<file path="config.mk">
export PLATFORM = sky130hd
export DESIGN_NAME = coin_acceptor
export DESIGN_NICKNAME = d
export VERILOG_FILES = /design/src/rtl/vm_pkg.sv /design/src/rtl/btn_debounce.sv /design/src/rtl/coin_acceptor.sv
export SDC_FILE = /design/constraint.sdc
export NUM_CORES = 1
export LEC_CHECK = 0
export ABC_AREA = 1
export BUFFER_PORTS_ARGS = -buffer_cell sky130_fd_sc_hd__buf_4
export CORE_ASPECT_RATIO = 0.9
export CORE_MARGIN = 8
export CORE_UTILIZATION = 50
export CTS_CLUSTER_SIZE = 28
export DETAILED_ROUTE_END_ITERATION = 7
export GPL_ROUTABILITY_DRIVEN = 0
export HOLD_SLACK_MARGIN = 0.02
export PLACE_DENSITY = 0.68
export REMOVE_ABC_BUFFERS = 1
export SYNTH_ARGS = -nofsm -noshare
export SYNTH_HDL_FRONTEND = slang
export SYNTH_SLANG_ARGS = --single-unit
</file>
<file path="constraint.sdc">
create_clock -name clk -period 1.71 [get_ports clk]
set_clock_uncertainty 0.1 [all_clocks]
set_input_delay 0.171 -clock clk [delete_from_list [all_inputs] [get_ports clk]]
set_output_delay 0.171 -clock clk [all_outputs]
set_load 0.02 [all_outputs]
</file>
<file path="src/rtl/vm_pkg.sv">
// Shared vending-machine definitions: coin codes driven to the vending FSM and
// the coin-acceptor state encoding.
package vm_pkg;

    localparam logic [2:0] COIN_NONE = 3'd0;
    localparam logic [2:0] COIN_1    = 3'd1;
    localparam logic [2:0] COIN_2    = 3'd2;
    localparam logic [2:0] COIN_5    = 3'd5;

    typedef enum logic [1:0] {
        IDLE     = 2'd0,
        GAP      = 2'd1,
        WAIT_REL = 2'd2
    } acc_state_e;

    // press bit 0/1/2 = 1/2/5-unit button; anything but a single hot bit maps to no coin
    function automatic logic [2:0] coin_code(input logic [2:0] press);
        case (press)
            3'b001:  coin_code = COIN_1;
            3'b010:  coin_code = COIN_2;
            3'b100:  coin_code = COIN_5;
            default: coin_code = COIN_NONE;
        endcase
    endfunction

endpackage

</file>
<file path="src/rtl/btn_debounce.sv">
// One pushbutton: 2-FF synchroniser, debounce counter, and a one-cycle pulse on
// the rising edge of the debounced level.
module btn_debounce #(
    parameter int unsigned DB_CYC = 1000000
) (
    input  logic clk,
    input  logic rst,
    input  logic btn_raw,
    output logic level,
    output logic rise
);

    localparam int unsigned CNT_W = (DB_CYC > 1) ? $clog2(DB_CYC) : 1;
    localparam logic [CNT_W-1:0] CNT_LAST = CNT_W'(DB_CYC - 1);

    logic             sync1_q, sync1_d;
    logic             sync2_q, sync2_d;
    logic             level_q, level_d;
    logic             prev_q,  prev_d;
    logic [CNT_W-1:0] cnt_q,   cnt_d;

    // NOTE: every variable gets a default before any branch, so no path leaves it
    // unassigned and no latch is inferred.
    always_comb begin
        sync1_d = btn_raw;
        sync2_d = sync1_q;
        prev_d  = level_q;
        level_d = level_q;
        cnt_d   = '0;
        if (sync2_q != level_q) begin
            if (cnt_q == CNT_LAST) begin
                level_d = ~level_q;
            end else begin
                cnt_d = cnt_q + CNT_W'(1);
            end
        end
    end

    // NOTE: non-blocking assignments keep the two synchroniser stages a true shift
    // register; blocking ones would collapse them into a single flop.
    always_ff @(posedge clk or negedge rst) begin
        if (!rst) begin
            sync1_q <= 1'b0;
            sync2_q <= 1'b0;
            level_q <= 1'b0;
            prev_q  <= 1'b0;
            cnt_q   <= '0;
        end else begin
            sync1_q <= sync1_d;
            sync2_q <= sync2_d;
            level_q <= level_d;
            prev_q  <= prev_d;
            cnt_q   <= cnt_d;
        end
    end

    assign level = level_q;
    assign rise  = level_q & ~prev_q;

endmodule

</file>
<file path="src/rtl/coin_acceptor.sv">
// Coin acceptor: three debounced buttons -> one-cycle coin codes for the vending FSM.
// Define COIN_AUDIT_EN to build the saturating accept/reject audit counters.
module coin_acceptor
    import vm_pkg::*;
#(
    parameter int unsigned DB_CYC  = 1000000,
    parameter int unsigned GAP_CYC = 4
) (
    input  logic       clk,
    input  logic       rst,
    input  logic       btn_1,
    input  logic       btn_2,
    input  logic       btn_5,
    output logic [2:0] coin,
    output logic       coin_valid,
    output logic       reject,
    output logic       busy,
    output logic [7:0] accept_cnt,
    output logic [7:0] reject_cnt
);

    localparam int unsigned GAP_W = $clog2(GAP_CYC + 1);

    logic [2:0] level;
    logic [2:0] press;

    btn_debounce #(.DB_CYC(DB_CYC)) u_db_1 (.clk(clk), .rst(rst), .btn_raw(btn_1), .level(level[0]), .rise(press[0]));
    btn_debounce #(.DB_CYC(DB_CYC)) u_db_2 (.clk(clk), .rst(rst), .btn_raw(btn_2), .level(level[1]), .rise(press[1]));
    btn_debounce #(.DB_CYC(DB_CYC)) u_db_5 (.clk(clk), .rst(rst), .btn_raw(btn_5), .level(level[2]), .rise(press[2]));

    acc_state_e       state_q,  state_d;
    logic [GAP_W-1:0] gap_q,    gap_d;
    logic [2:0]       coin_q,   coin_d;
    logic             valid_q,  valid_d;
    logic             reject_q, reject_d;
    logic             busy_q,   busy_d;

    always_comb begin
        state_d  = state_q;
        gap_d    = gap_q;
        coin_d   = COIN_NONE;
        valid_d  = 1'b0;
        reject_d = 1'b0;
        case (state_q)
            IDLE: begin
                if ($countones(press) == 1) begin
                    coin_d  = coin_code(press);
                    valid_d = 1'b1;
                    gap_d   = GAP_W'(GAP_CYC);
                    state_d = GAP;
                end else if (press != 3'b000) begin
                    reject_d = 1'b1;
                    state_d  = WAIT_REL;
                end
            end
            // presses arriving here are dropped, not queued
            GAP: begin
                if (gap_q <= GAP_W'(1)) begin
                    gap_d   = '0;
                    state_d = WAIT_REL;
                end else begin
                    gap_d = gap_q - GAP_W'(1);
                end
            end
            WAIT_REL: begin
                if (level == 3'b000) begin
                    state_d = IDLE;
                end
            end
            default: state_d = IDLE;
        endcase
        busy_d = (state_d != IDLE);
    end

    always_ff @(posedge clk or negedge rst) begin
        if (!rst) begin
            state_q  <= IDLE;
            gap_q    <= '0;
            coin_q   <= COIN_NONE;
            valid_q  <= 1'b0;
            reject_q <= 1'b0;
            busy_q   <= 1'b0;
        end else begin
            state_q  <= state_d;
            gap_q    <= gap_d;
            coin_q   <= coin_d;
            valid_q  <= valid_d;
            reject_q <= reject_d;
            busy_q   <= busy_d;
        end
    end

    assign coin       = coin_q;
    assign coin_valid = valid_q;
    assign reject     = reject_q;
    assign busy       = busy_q;

`ifdef COIN_AUDIT_EN
    logic [7:0] accept_cnt_q, accept_cnt_d;
    logic [7:0] reject_cnt_q, reject_cnt_d;

    always_comb begin
        accept_cnt_d = accept_cnt_q;
        reject_cnt_d = reject_cnt_q;
        if (valid_q && accept_cnt_q != 8'hFF) begin
            accept_cnt_d = accept_cnt_q + 8'd1;
        end
        if (reject_q && reject_cnt_q != 8'hFF) begin
            reject_cnt_d = reject_cnt_q + 8'd1;
        end
    end

    always_ff @(posedge clk or negedge rst) begin
        if (!rst) begin
            accept_cnt_q <= '0;
            reject_cnt_q <= '0;
        end else begin
            accept_cnt_q <= accept_cnt_d;
            reject_cnt_q <= reject_cnt_d;
        end
    end

    assign accept_cnt = accept_cnt_q;
    assign reject_cnt = reject_cnt_q;
`else
    assign accept_cnt = '0;
    assign reject_cnt = '0;
`endif

endmodule
</file>
### Word level (Yosys, flattened, before mapping)

Cells that the tools add are included.

| word-level totals | value |
|---|---|
| register bits | 83 |
| input port bits | 5 |
| output and inout port bits | 22 |

| cells by class | value |
|---|---|
| bitwise logic cells | 9 |
| reductions and logical operators | 9 |
| magnitude comparators | 1 |
| equal/unequal tests | 13 |
| $add $sub $neg | 6 |
| multiplexer cells | 22 |

Operator list:

| kind | number |
|---|---|
| 2-to-1 mux 20 bit | 6 |
| adder 20 x 1 -> 20 bit (second input constant) | 3 |
| == test 20 bit (second input constant) | 3 |
| 2-to-1 mux 3 bit | 4 |
| one-hot mux 3 bit (3 select lines) | 1 |
| 2-to-1 mux 2 bit | 4 |
| AND reduction 2 bit | 4 |
| == test 3 x 1 -> 1 bit (second input constant) | 2 |
| NOT 1 bit | 6 |
| one-hot mux 2 bit (3 select lines) | 1 |
| one-hot mux 3 bit (2 select lines) | 1 |
| 2-to-1 mux 1 bit | 5 |
| nonzero test 2 bit | 2 |
| adder 2 x 1 -> 3 bit | 1 |
| bitwise AND 1 bit | 3 |
| == test 3 x 2 -> 1 bit (second input constant) | 1 |
| == test 3 bit (second input constant) | 1 |
| less-or-equal comparator 3 x 1 -> 1 bit (second input constant) | 1 |
| logical NOT 3 bit | 1 |
| != test 1 bit | 3 |
| nonzero test 3 bit | 1 |
| subtractor 3 x 1 -> 3 bit (second input constant) | 1 |
| adder 1 x 1 -> 2 bit | 1 |
| == test 2 x 1 -> 1 bit (second input constant) | 1 |
| 3 further kinds | 3 |

### Logic depth before layout (Yosys ltp)

Gate-level depths: netlist of run 1.

| logic depth | value |
|---|---|
| word-level depth | 8 |
| depth in mapped cells | 11 |
| gate-level depth less buffers | 11 |

### Cells and area by module

Synthesis of run 1 repeated with hierarchy kept, for this count alone.

| unflattened totals | value |
|---|---|
| cells, all modules | 569 |
| area, all modules | 4,639.4 um^2 |

By module, submodules not included:

| module | area an instance (um^2) | instances | seq. area each (um^2) | cells an instance |
|---|---|---|---|---|
| btn_debounce | 1,326.3 | 3 | 600.6 | 163 |
| coin_acceptor | 660.6 | 1 | 275.3 | 80 |

### Worst setup path before layout of run 1

Ideal clock, no wire load.

| timing | value |
|---|---|
| path kind | flip-flop to flip-flop |
| from | reg u_db_1.level_q (netlist: u_db_1.level) |
| to | reg gap_q[0] |
| stages on the path, launching flop included | 10 |
| slack | -0.021 ns |
| data required time | 1.482 ns |
| arrival | 1.503 ns |
| buffers on the path | 0 |
| clock period less this slack | 1.731 ns |
| cells stage by stage | dfrtp_1 -> nand2_1 -> nor2_1 -> nor2_1 -> ha_1 -> inv_1 -> nor3_1 -> nand2_2 -> nand3_1 -> o21ai_0 |

| on the way | value |
|---|---|
| longest elaborated chain between the ends | 6 |

RTL lines:

| item | RTL line | RTL |
|---|---|---|
| from (decl) | btn_debounce.sv:18 | `logic level_q, level_d;` |
| from (signal assigned) | btn_debounce.sv:51 | `level_q <= level_d;` |
| bitwise AND 1 bit | btn_debounce.sv:58 | `assign rise = level_q & ~prev_q;` |
| adder 1 x 1 -> 2 bit (not written as such) | coin_acceptor.sv:46 | `if ($countones(press) == 1) begin` |
| adder 2 x 1 -> 3 bit (not written as such) | coin_acceptor.sv:46 |  |
| == test 3 x 1 -> 1 bit | coin_acceptor.sv:46 |  |
| != test 2 bit (no source line) | -- |  |
| AND reduction 2 bit (no source line) | -- |  |
| to (signal assigned) | coin_acceptor.sv:85 | `gap_q <= gap_d;` |
| to (decl) | coin_acceptor.sv:32 | `logic [GAP_W-1:0] gap_q, gap_d;` |

No other way between the ends.
A chain may end at the register's enable or synchronous reset.

### Worst setup path after layout of run 1

| timing | value |
|---|---|
| from | reg u_db_1.level_q (netlist: u_db_1.level) |
| to | reg gap_q[1] |

The elaborated chain is that of the path after synthesis.

==> results.py, run 1 <==
metrics = {
    "worst_hold_path": {
        "hold_class": "reg2reg",
        "min_path_cells": 0,
    },
    "cts": {
        "cts-root-buf": "clkbuf_8",
        "clockBufferDepth": 2,
        "cts.clk_slew.worst_paths_ns": 0.08,
        "cts_buffers": 9,
        "tritoncts": "built",
        "insertion_delay_ns": 0.36,
        "numClockSinks": 83,
        "cts_max_level": 3,
    },
    "timing": {
        "fmax_mhz": 575.6,
        "finalCritPeriodShare_pct": 101.6,
        "slew_viol_final": 0,
        "hold_viol_final": 0,
        "fin_setup_tns_ns": -0.05360,
        "rsz0062_at_grt": "true",
        "setup_viol": 2,
        "period_minus_slack_ns": 1.737,
        "timing.final.ws_setup_ns": -0.02722,
        "whs_ns": 0.2537,
    },
    "synthesis": {
        "synth_top_area_cell": "dfrtp_1",
        "synth.area.top_cells": "dfrtp_1 (47%), nor2_1 (10%), nand2_1 (9.0%)",
        "synth_top_area_share_pct": 46.77,
        "ys_warn_count": 0,
        "synth_common_cells": "nor2_1 (124), nand2_1 (106), dfrtp_1 (83)",
        "syn-cell-area_um2": 4441,
        "synth_cells": 551,
        "avgSynthCellArea_um2": 8.059,
        "yosysMostFrequentCell": "nor2_1",
        "synth_ff_type": "dfrtp_1",
        "ys_types": 34,
        "synthArstFlopShare_pct": 100.0,
        "seq_area_frac_synth_pct": 46.77,
        "ys_seq_elements": 83,
        "synth_edf_count": 0,
    },
    "worst_setup_path": {
        "critical_path_class": "reg2reg",
        "crit_path_start_kind": "register",
        "crit_required_ns": 1.86,
        "r2r_setup_slack_ns": -0.03,
        "arrival_ns": 1.89,
        "r2r_end": "gap_q[1]",
        "cp-startpoint": "u_db_1.level",
        "endpoint": "gap_q[1]",
        "r2r_start": "u_db_1.level",
        "endpoint_kind": "register",
        "worst-r2r-cell-count": 10,
        "crit_fanout": 5,
    },
    "layout": {
        "multi_input_area_um2": 2160,
        "drive_gt1_share_pct": 17.72,
        "ff_latch_area_um2": 2077,
        "n_fill_cell": 764,
        "n_antenna_cell": 0,
        "area_delta_synth_final_pct": 15.13,
        "finalNonFillerCells": 723,
        "final_nets": 610,
    },
    "die": {
        "start_util_pct": 51.58,
        "core-area_um2": 8608,
        "dieArea_um2": 12160,
        "rows": 32,
        "die_h_um": 105.4,
        "die_x_um": 115.3,
        "ioPinCount": 27,
    },
    "global_route": {
        "track_usage_pct": 14.84,
        "grt_pass1_vias": 3389,
        "antenna_found_initial": 0,
        "grt_pass1_wl_mm": 14.71,
        "grt_max_degree": 84,
        "gr-total-overflow": 0,
    },
    "outcome": {
        "violations": "negative setup slack",
        "status": "finished with violations",
    },
    "routing": {
        "vias": 3486,
        "drc": 0,
        "wl_per_cell_um": 11.80,
        "via_per_inst": 4.822,
        "ant_nets": 0,
        "wirelength_mm": 8.529,
        "dr.pass1.iters": 4,
        "drtIter0Drc": 213,
    },
    "placement": {
        "portBuffers": 10,
        "hpwlAfterDp_mm": 5.986,
        "dp.cells": 691,
    },
    "power": {
        "power_density_nw_per_um2": 670.8,
        "ir_worst_vdd_mv": 0.5678,
        "fin_total_pwr_mw": 3.430,
        "p_leak_nw": 2.295,
    },
    "job": {
        "cap_viol_max_count": 0,
    },
}
[area by class of cell]
cell class	instances	share of cell area (%)
clock buffers	13	2.717
clock inverters	3	0.4895
inverters	63	4.674
multi-input cells	404	42.24
flip-flops and latches	83	40.63
well taps	119	2.912
repair buffers	38	6.339
[cell usage in the layout, fill, tap and decap left out, types with 2 or more instances in the layout]
| master | n |
|---|---|
| clkbuf_1 | 4 |
| conb_1 | 16 |
| inv_1 | 53 |
| nand2_2 | 12 |
| nor3_4 | 3 |
| nand4_1 | 12 |
| nand3b_1 | 3 |
| xnor2_1 | 5 |
| nand2_1 | 102 |
| ha_1 | 4 |
| inv_2 | 9 |
| nand3_1 | 33 |
| nand2_4 | 5 |
| nand3_2 | 6 |
| nor3b_1 | 3 |
| clkbuf_8 | 9 |
| dlygate4sd3_1 | 4 |
| nor2_1 | 121 |
| nor3_1 | 10 |
| xor2_1 | 25 |
| o21ai_0 | 3 |
| dfrtp_1 | 83 |
| nor3_2 | 3 |
| o21ai_1 | 3 |
| buf_12 | 2 |
| nor2_4 | 10 |
| a31oi_1 | 2 |
| nor2_2 | 7 |
| a21oi_1 | 7 |
| clkinv_4 | 2 |
| buf_4 | 31 |
[where the power goes]
part	internal [mW]	switching, mW
Sequential	1.98	0.0194
Clock	0.536	0.712
Combinational	0.0547	0.122
[how the worst min path moves through the flow]
stage | from | endpoint | slack (ns)
floorplan | rst | busy | -0.22
global placement | rst | coin_valid | 0.13
detailed placement | rst | gap_q[2] | 0.14
CTS | u_db_2.sync1_q | u_db_2.sync2_q | 0.25
global route | u_db_1.sync1_q | u_db_1.sync2_q | 0.26
finish | u_db_2.sync1_q | u_db_2.sync2_q | 0.25
[layer usage]
layer	share of wire, %	vias to the layer above	GRT usage [%]
met5	0	-	0
met2	47	49	23.57
li1	-	1791	-
met4	1.4	0	5.248
met3	3.8	13	4.335
met1	48	1633	18.78
[through the flow]
stage / setup WS [ns] / utilization (%) / area, um2
final: -0.02722 / 59.39 / 5112
after detailed placement: -0.1103 / 54.67 / 4706
after global routing: -0.1273 / 59.39 / 5112
after floorplan: -0.02092 / - / 4372
after global placement: -0.007208 / 54.67 / 4706
after CTS: 0.0002529 / 57.40 / 4941
[state kept, by name, indices dropped and copies added (netlist names)]
register	count
coin	3
u_db_5.sync2_q	1
u_db_2.cnt_q	20
u_db_2.sync1_q	1
busy	1
u_db_5.prev_q	1
gap_q	3
coin_valid	1
reject	1
u_db_5.level	1
u_db_2.sync2_q	1
u_db_1.level	1
state_q	2
u_db_1.sync1_q	1
u_db_2.level	1
u_db_1.sync2_q	1
u_db_1.prev_q	1
u_db_5.sync1_q	1
u_db_1.cnt_q	20
u_db_5.cnt_q	20
u_db_2.prev_q	1
[cells by family after synthesis]
group                      Yosys count  synth area share, %
adders and majority gates            6                1.691
and+or+nand+nor                    332                34.69
buffers and inverters               80                8.200
xor gates and xnor gates            31                6.284
other                                1              0.08445
DFF                                 83                46.77
AOI/OAI and AO/OA                   18                2.282
[critical path, stage by stage (launching register included)]
cell	delay [ns]
dfrtp_1	0.40
nand2_2	0.13
nand2_2	0.08
inv_2	0.08
nor2_4	0.05
ha_4	0.26
inv_2	0.04
nor3_4	0.22
nand2_4	0.12
nand3_2	0.10
o21ai_1	0.06
[timing repair]
item | 4_1_cts | 5_1_grt
pin swaps | 5 | 10
gates resized for setup | 4 | 26
endpoints found under the setup margin | 8 | 21
endpoints found under the hold margin | 86 | 0
hold buffers | 4 | 0
buffers inserted | 2 | 9
cloned | 1 | 0
Power figures use the tool's default switching activity.
==> inputs of run 2 (changes only) <==
- BUFFER_PORTS_ARGS: -buffer_cell sky130_fd_sc_hd__buf_4 -> not set
- DONT_BUFFER_PORTS: not set -> 1
- PLACE_DENSITY: 0.68 -> 0.66
==> run 2 against run 1 <==
  * Final area down 2.7%
  * Global-route usage about the same
  * Non-clock buffer count down 16
  * Critical path depth unchanged
  * The run ends with negative hold slack left
  * Clock-buffer cell count fell by 3
  * Setup slack better by 0.038 ns
  * Maximum frequency increased by 2.3%
==> results.py, run 2 (synthesis results as in run 1) <==
metrics = {
    "worst_setup_path": {
        "max_stage_delay_ns": 0.40,
        "crit_path_start_kind": "register",
        "critical_path_class": "reg2reg",
        "cp_cell_sequence": "nand2_2 > nand2_2 > inv_2 > nor2_4 > ha_4 > inv_2 > nor3_4 > nand2_2 > nand3_2 > o21ai_1",
        "arrival_ns": 1.84,
        "endpoint_kind": "register",
        "crit_required_ns": 1.86,
        "crit_fanout": 5,
        "crit_path_top_delay_cell": "dfrtp_1",
        "path_common_cell": "nand2_2",
    },
    "layout": {
        "final_util_pct": 57.79,
        "final_nets": 594,
        "multi_input_area_um2": 2152,
        "n_antenna_cell": 0,
        "ff_latch_area_um2": 2077,
        "top_regs": "u_db_1.cnt_q: 20 flops, u_db_2.cnt_q: 20 flops, u_db_5.cnt_q: 20 flops",
        "n_fill_cell": 758,
        "area_delta_synth_final_pct": 12.03,
        "layout_common_cells": "nor2_1 (122), nand2_1 (103), dfrtp_1 (83), inv_1 (54), nand3_1 (33)",
        "layout_commonest_cell": "nor2_1",
        "drive_gt1_share_pct": 15.99,
        "finalInstanceArea_um2": 4975,
    },
    "cts": {
        "cts-root-buf": "clkbuf_8",
        "cts_buffers": 9,
        "hold_buffers": 3,
        "cts.clk_slew.worst_paths_ns": 0.09,
        "numClockSinks": 83,
        "insertion_delay_ns": 0.35,
        "tritoncts": "built",
        "clockBufferDepth": 2,
        "cts_max_level": 3,
    },
    "global_route": {
        "track_usage_pct": 14.89,
        "grt_pass1_vias": 3277,
        "grt_pass1_wl_mm": 14.77,
        "gr-total-overflow": 0,
        "grt_max_degree": 84,
        "antenna_found_initial": 0,
    },
    "routing": {
        "wirelength_mm": 8.398,
        "ant_nets": 0,
        "via_per_inst": 4.767,
        "vias": 3370,
        "wl_per_cell_um": 11.88,
        "drc": 0,
        "drtIter0Drc": 213,
        "dr.pass1.iters": 4,
    },
    "timing": {
        "whs_ns": -0.6033,
        "slew_viol_final": 0,
        "rsz0062_at_grt": "true",
        "fin_setup_tns_ns": 0,
        "setup_viol": 0,
        "hold_viol_final": 83,
        "timing.final.ws_setup_ns": 0.01122,
        "fmax_mhz": 588.7,
        "finalCritPeriodShare_pct": 99.34,
        "period_minus_slack_ns": 1.699,
    },
    "outcome": {
        "violations": "negative hold slack",
        "status": "finished with violations",
    },
    "die": {
        "die_h_um": 105.4,
        "ioPinCount": 27,
        "dieArea_um2": 12160,
        "die_x_um": 115.3,
        "core-area_um2": 8608,
        "start_util_pct": 51.58,
        "rows": 32,
    },
    "placement": {
        "place_ws_ns": -0.09014,
        "portBuffers": 0,
        "hpwlAfterDp_mm": 5.865,
        "placed_area_um2": 4603,
    },
    "power": {
        "p_leak_nw": 2.222,
        "fin_total_pwr_mw": 3.441,
        "ir_worst_vdd_mv": 0.4648,
        "power_density_nw_per_um2": 691.8,
    },
    "worst_hold_path": {
        "hold_class": "in2async",
    },
    "job": {
        "cap_viol_max_count": 0,
    },
}
[run 2: changes by cell type in the layout (fill, tap and decap cells not counted), sizes merged]
cell and change:
clkinv +1, buf -15, inv +2, clkbuf -3, dlygate4sd3 -1
[run 2: path summary, 6_finish.rpt]
check	from	end	slack [ns]	depth (start not counted)
worst max-delay path	u_db_5.level	gap_q[1]	0.01	10
worst min-delay path	rst	gap_q[1]	-0.60	0
worst max register to register	u_db_5.level	gap_q[1]	0.01	10
worst min register to register	u_db_2.sync1_q	u_db_2.sync2_q	0.25	0
max in group asynchronous	rst	u_db_2.cnt_q[18]	2.01	0
min in group clk	u_db_2.sync1_q	u_db_2.sync2_q	0.25	0
[run 2: power by group]
part | switching (mW) | internal (mW) | total, mW
clock network | 0.738 | 0.580 | 1.32
logic | 0.0838 | 0.0343 | 0.118
registers | 0.0202 | 1.98 | 2.01
[run 2: routing by layer]
layer / up-vias / routed length (um) / GRT usage, %
met5: - / 0 / 0
met4: 0 / 90 / 5.811
met3: 9 / 335 / 3.765
met2: 50 / 3769 / 22.41
met1: 1557 / 4202 / 20.05
li1: 1754 / - / -
[run 2: repair_timing]
action,in CTS,in global routing
pin swaps,2,9
gates cloned,1,0
gates resized for setup,4,21
hold endpoints to repair,86,83
setup buffers,0,8
setup endpoints to repair,7,27
[run 2: area by class of cell]
class	count	area share, %
inverters	63	4.804
clock inverters	6	0.9557
well taps	119	2.993
clock buffers	10	2.767
repair buffers	22	3.471
multi-input cells	404	43.26
flip-flops and latches	83	41.75
[run 2: worst max-delay path: cells and delay by family, from the launching register on]
family | cells | cell delay [ns]
flops | 1 | 0.40
buf+inv | 2 | 0.12
fa+ha+maj | 1 | 0.27
simple gates | 6 | 0.63
compound gates | 1 | 0.07
[run 2: through the flow]
step	cells	hold slack [ns]
after floorplan	549	-0.2246
after global placement	679	-0.2222
after detailed placement	679	-0.2221
after CTS	699	-0.6241
after global routing	707	-0.6414
final	707	-0.6033
==> inputs of run 3 (changes only) <==
- PLACE_DENSITY: 0.66 -> 0.63
- clock period: 1.71 -> 1.9 ns (I/O delays scaled with it)
==> run 3 against run 2 <==
  * The flow still finishes with violations (negative hold slack)
  * Wire length decreased by 0.81%
  * Clock-buffer cell count down 1
  * Combinational power down 16%
  * Largest power group unchanged
  * First-iteration DRC count rose by 1.9%
  * Clock power fell by 7%
  * Via count down 0.53%
  * Critical endpoint is now coin[0]
  * Sequential cell count unchanged
  * Sequential power decreased by 10%
==> results.py, run 3 (synthesis results as in run 1) <==
metrics = {
    "outcome": {
        "status": "finished with violations",
        "violations": "negative hold slack",
    },
    "placement": {
        "portBuffers": 0,
        "hpwlAfterDp_mm": 5.916,
    },
    "routing": {
        "wl_per_cell_um": 12.02,
        "wl_met2_mm": 3.907,
        "dr.pass1.iters": 4,
        "wirelength_mm": 8.330,
        "vias": 3352,
        "wl_met3_um": 226,
        "ant_nets": 0,
        "dr.max_layer_used": "met4",
        "drtIter0Drc": 217,
        "via_per_inst": 4.837,
        "m1WireLength_mm": 4.133,
        "drc": 0,
    },
    "power": {
        "p_sw_uw": 811.1,
        "clock_power_share_pct": 39.3,
        "fin_total_pwr_mw": 3.134,
        "power_frac_comb_pct": 3.2,
        "p_leak_nw": 2.140,
        "internal-power_mw": 2.323,
        "p_seq_share_pct": 57.6,
        "netSwitchingFraction_pct": 25.88,
        "power_density_nw_per_um2": 653.2,
        "ir_worst_vdd_mv": 0.5677,
    },
    "die": {
        "ioPinCount": 27,
        "dieArea_um2": 12160,
        "die_x_um": 115.3,
        "die_h_um": 105.4,
        "core-area_um2": 8608,
        "rows": 32,
        "start_util_pct": 51.58,
    },
    "cts": {
        "tritoncts": "built",
        "numClockSinks": 83,
        "cts.clk_slew.worst_paths_ns": 0.10,
        "clockBufferDepth": 2,
        "cts_max_level": 3,
        "hold_buffers": 3,
        "cts_buffers": 9,
        "insertion_delay_ns": 0.36,
        "cts-root-buf": "clkbuf_8",
    },
    "layout": {
        "final_util_pct": 55.74,
        "layout_common_cells": "nor2_1 (123), nand2_1 (104), dfrtp_1 (83), inv_1 (57), nand3_1 (35)",
        "layout_commonest_cell": "nor2_1",
        "final_nets": 580,
        "drive_gt1_share_pct": 12.02,
        "top_regs": "u_db_1.cnt_q: 20 flops, u_db_2.cnt_q: 20 flops, u_db_5.cnt_q: 20 flops",
        "area_delta_synth_final_pct": 8.059,
        "n_antenna_cell": 0,
    },
    "worst_setup_path": {
        "crit_path_top_delay_cell": "dfrtp_1",
        "cp_cell_sequence": "inv_1 > nand2_2 > nor2_2 > nor2_1 > ha_1 > inv_1 > nor3_2 > nand2_2 > buf_4 > nor2_1",
        "critical_path_buf_inv_count": 3,
        "crit_path_start_kind": "register",
        "crit_fanout": 8,
        "arrival_ns": 1.94,
        "cpLargestDelayFamily": "simple AND/OR/NAND/NOR gates",
        "crit_required_ns": 2.09,
        "endpoint_kind": "register",
        "critical_path_class": "reg2reg",
        "max_stage_delay_ns": 0.37,
    },
    "timing": {
        "finalCritPeriodShare_pct": 92.29,
        "hold_viol_final": 83,
        "whs_ns": -0.5874,
        "setup_viol": 0,
        "period_minus_slack_ns": 1.753,
        "slew_viol_final": 0,
        "fmax_mhz": 570.3,
    },
    "global_route": {
        "grt_pass1_vias": 3351,
        "gr-total-overflow": 0,
        "antenna_found_initial": 0,
        "grt_max_degree": 84,
        "track_usage_pct": 14.97,
        "grt_pass1_wl_mm": 15.00,
    },
    "worst_hold_path": {
        "hold_class": "in2async",
    },
    "job": {
        "cap_viol_max_count": 0,
    },
}
## run 3: changes by cell type in the layout (fill, tap and decap cells not counted), sizes merged
cell | previous run | this run
buf | 19 | 6
nand2 | 119 | 118
inv | 65 | 68
clkinv | 3 | 0
clkbuf | 10 | 9
clkinvlp | 1 | 2
## run 3: worst paths after layout
check                               start              end  slack (ns)  cells past startpoint
setup / recovery            u_db_1.prev_q          coin[0]        0.15                     10
hold / removal                        rst       coin_valid       -0.59                      0
setup reg to reg            u_db_1.prev_q          coin[0]        0.15                     10
hold reg to reg            u_db_1.sync1_q   u_db_1.sync2_q        0.25                      0
max in group asynchronous             rst  u_db_1.cnt_q[1]        2.16                      0
min in group clk           u_db_1.sync1_q   u_db_1.sync2_q        0.25                      0
## run 3: layer usage
| layer | vias to the layer above | global-route usage, % |
|---|---|---|
| met1 | 1568 | 19.51 |
| met5 | - | 0 |
| li1 | 1730 | - |
| met2 | 46 | 23.94 |
| met3 | 8 | 3.252 |
| met4 | 0 | 5.248 |
## run 3: layout make-up
type                       instances  area, um2
clock buffer                       9      123.9
fill                             787       3810
sequential                        83       2077
inverter                          63      239.0
tap                              119      148.9
multi-input combinational        403       2068
timing repair buffer               9      75.07
clock inverter                     7      66.31
## run 3: what timing repair did
| action | in CTS | in global routing |
|---|---|---|
| buffers inserted | 0 | 3 |
| gates resized for setup | 0 | 4 |
| setup endpoints to repair | 0 | 9 |
| endpoints found under the hold margin | 86 | 83 |
## run 3: stage by stage
stage	cell area, um2	hold slack (ns)	setup slack, ns	cells	TNS (ns)
6_report	4798	-0.5874	0.1466	693	0
5_1_grt	4798	-0.6266	-0.01644	693	-0.03270
4_1_cts	4763	-0.6069	0.01731	690	0
3_5_place_dp	4543	-0.2031	0.03493	671	0
3_3_place_gp	4543	-0.2033	0.1263	671	0
2_1_floorplan	4372	-0.2056	0.1691	549	0
## run 3: power groups by stage
| stage | Combinational (mW) | Clock, mW | Sequential [mW] |
|---|---|---|---|
| after floorplan | 0.0790 | 0 | 1.84 |
| after global placement | 0.0916 | 0 | 1.84 |
| after detailed placement | 0.0941 | 0 | 1.84 |
| after CTS | 0.0989 | 1.27 | 1.81 |
| after global routing | 0.113 | 1.36 | 1.81 |
| final | 0.0992 | 1.23 | 1.80 |
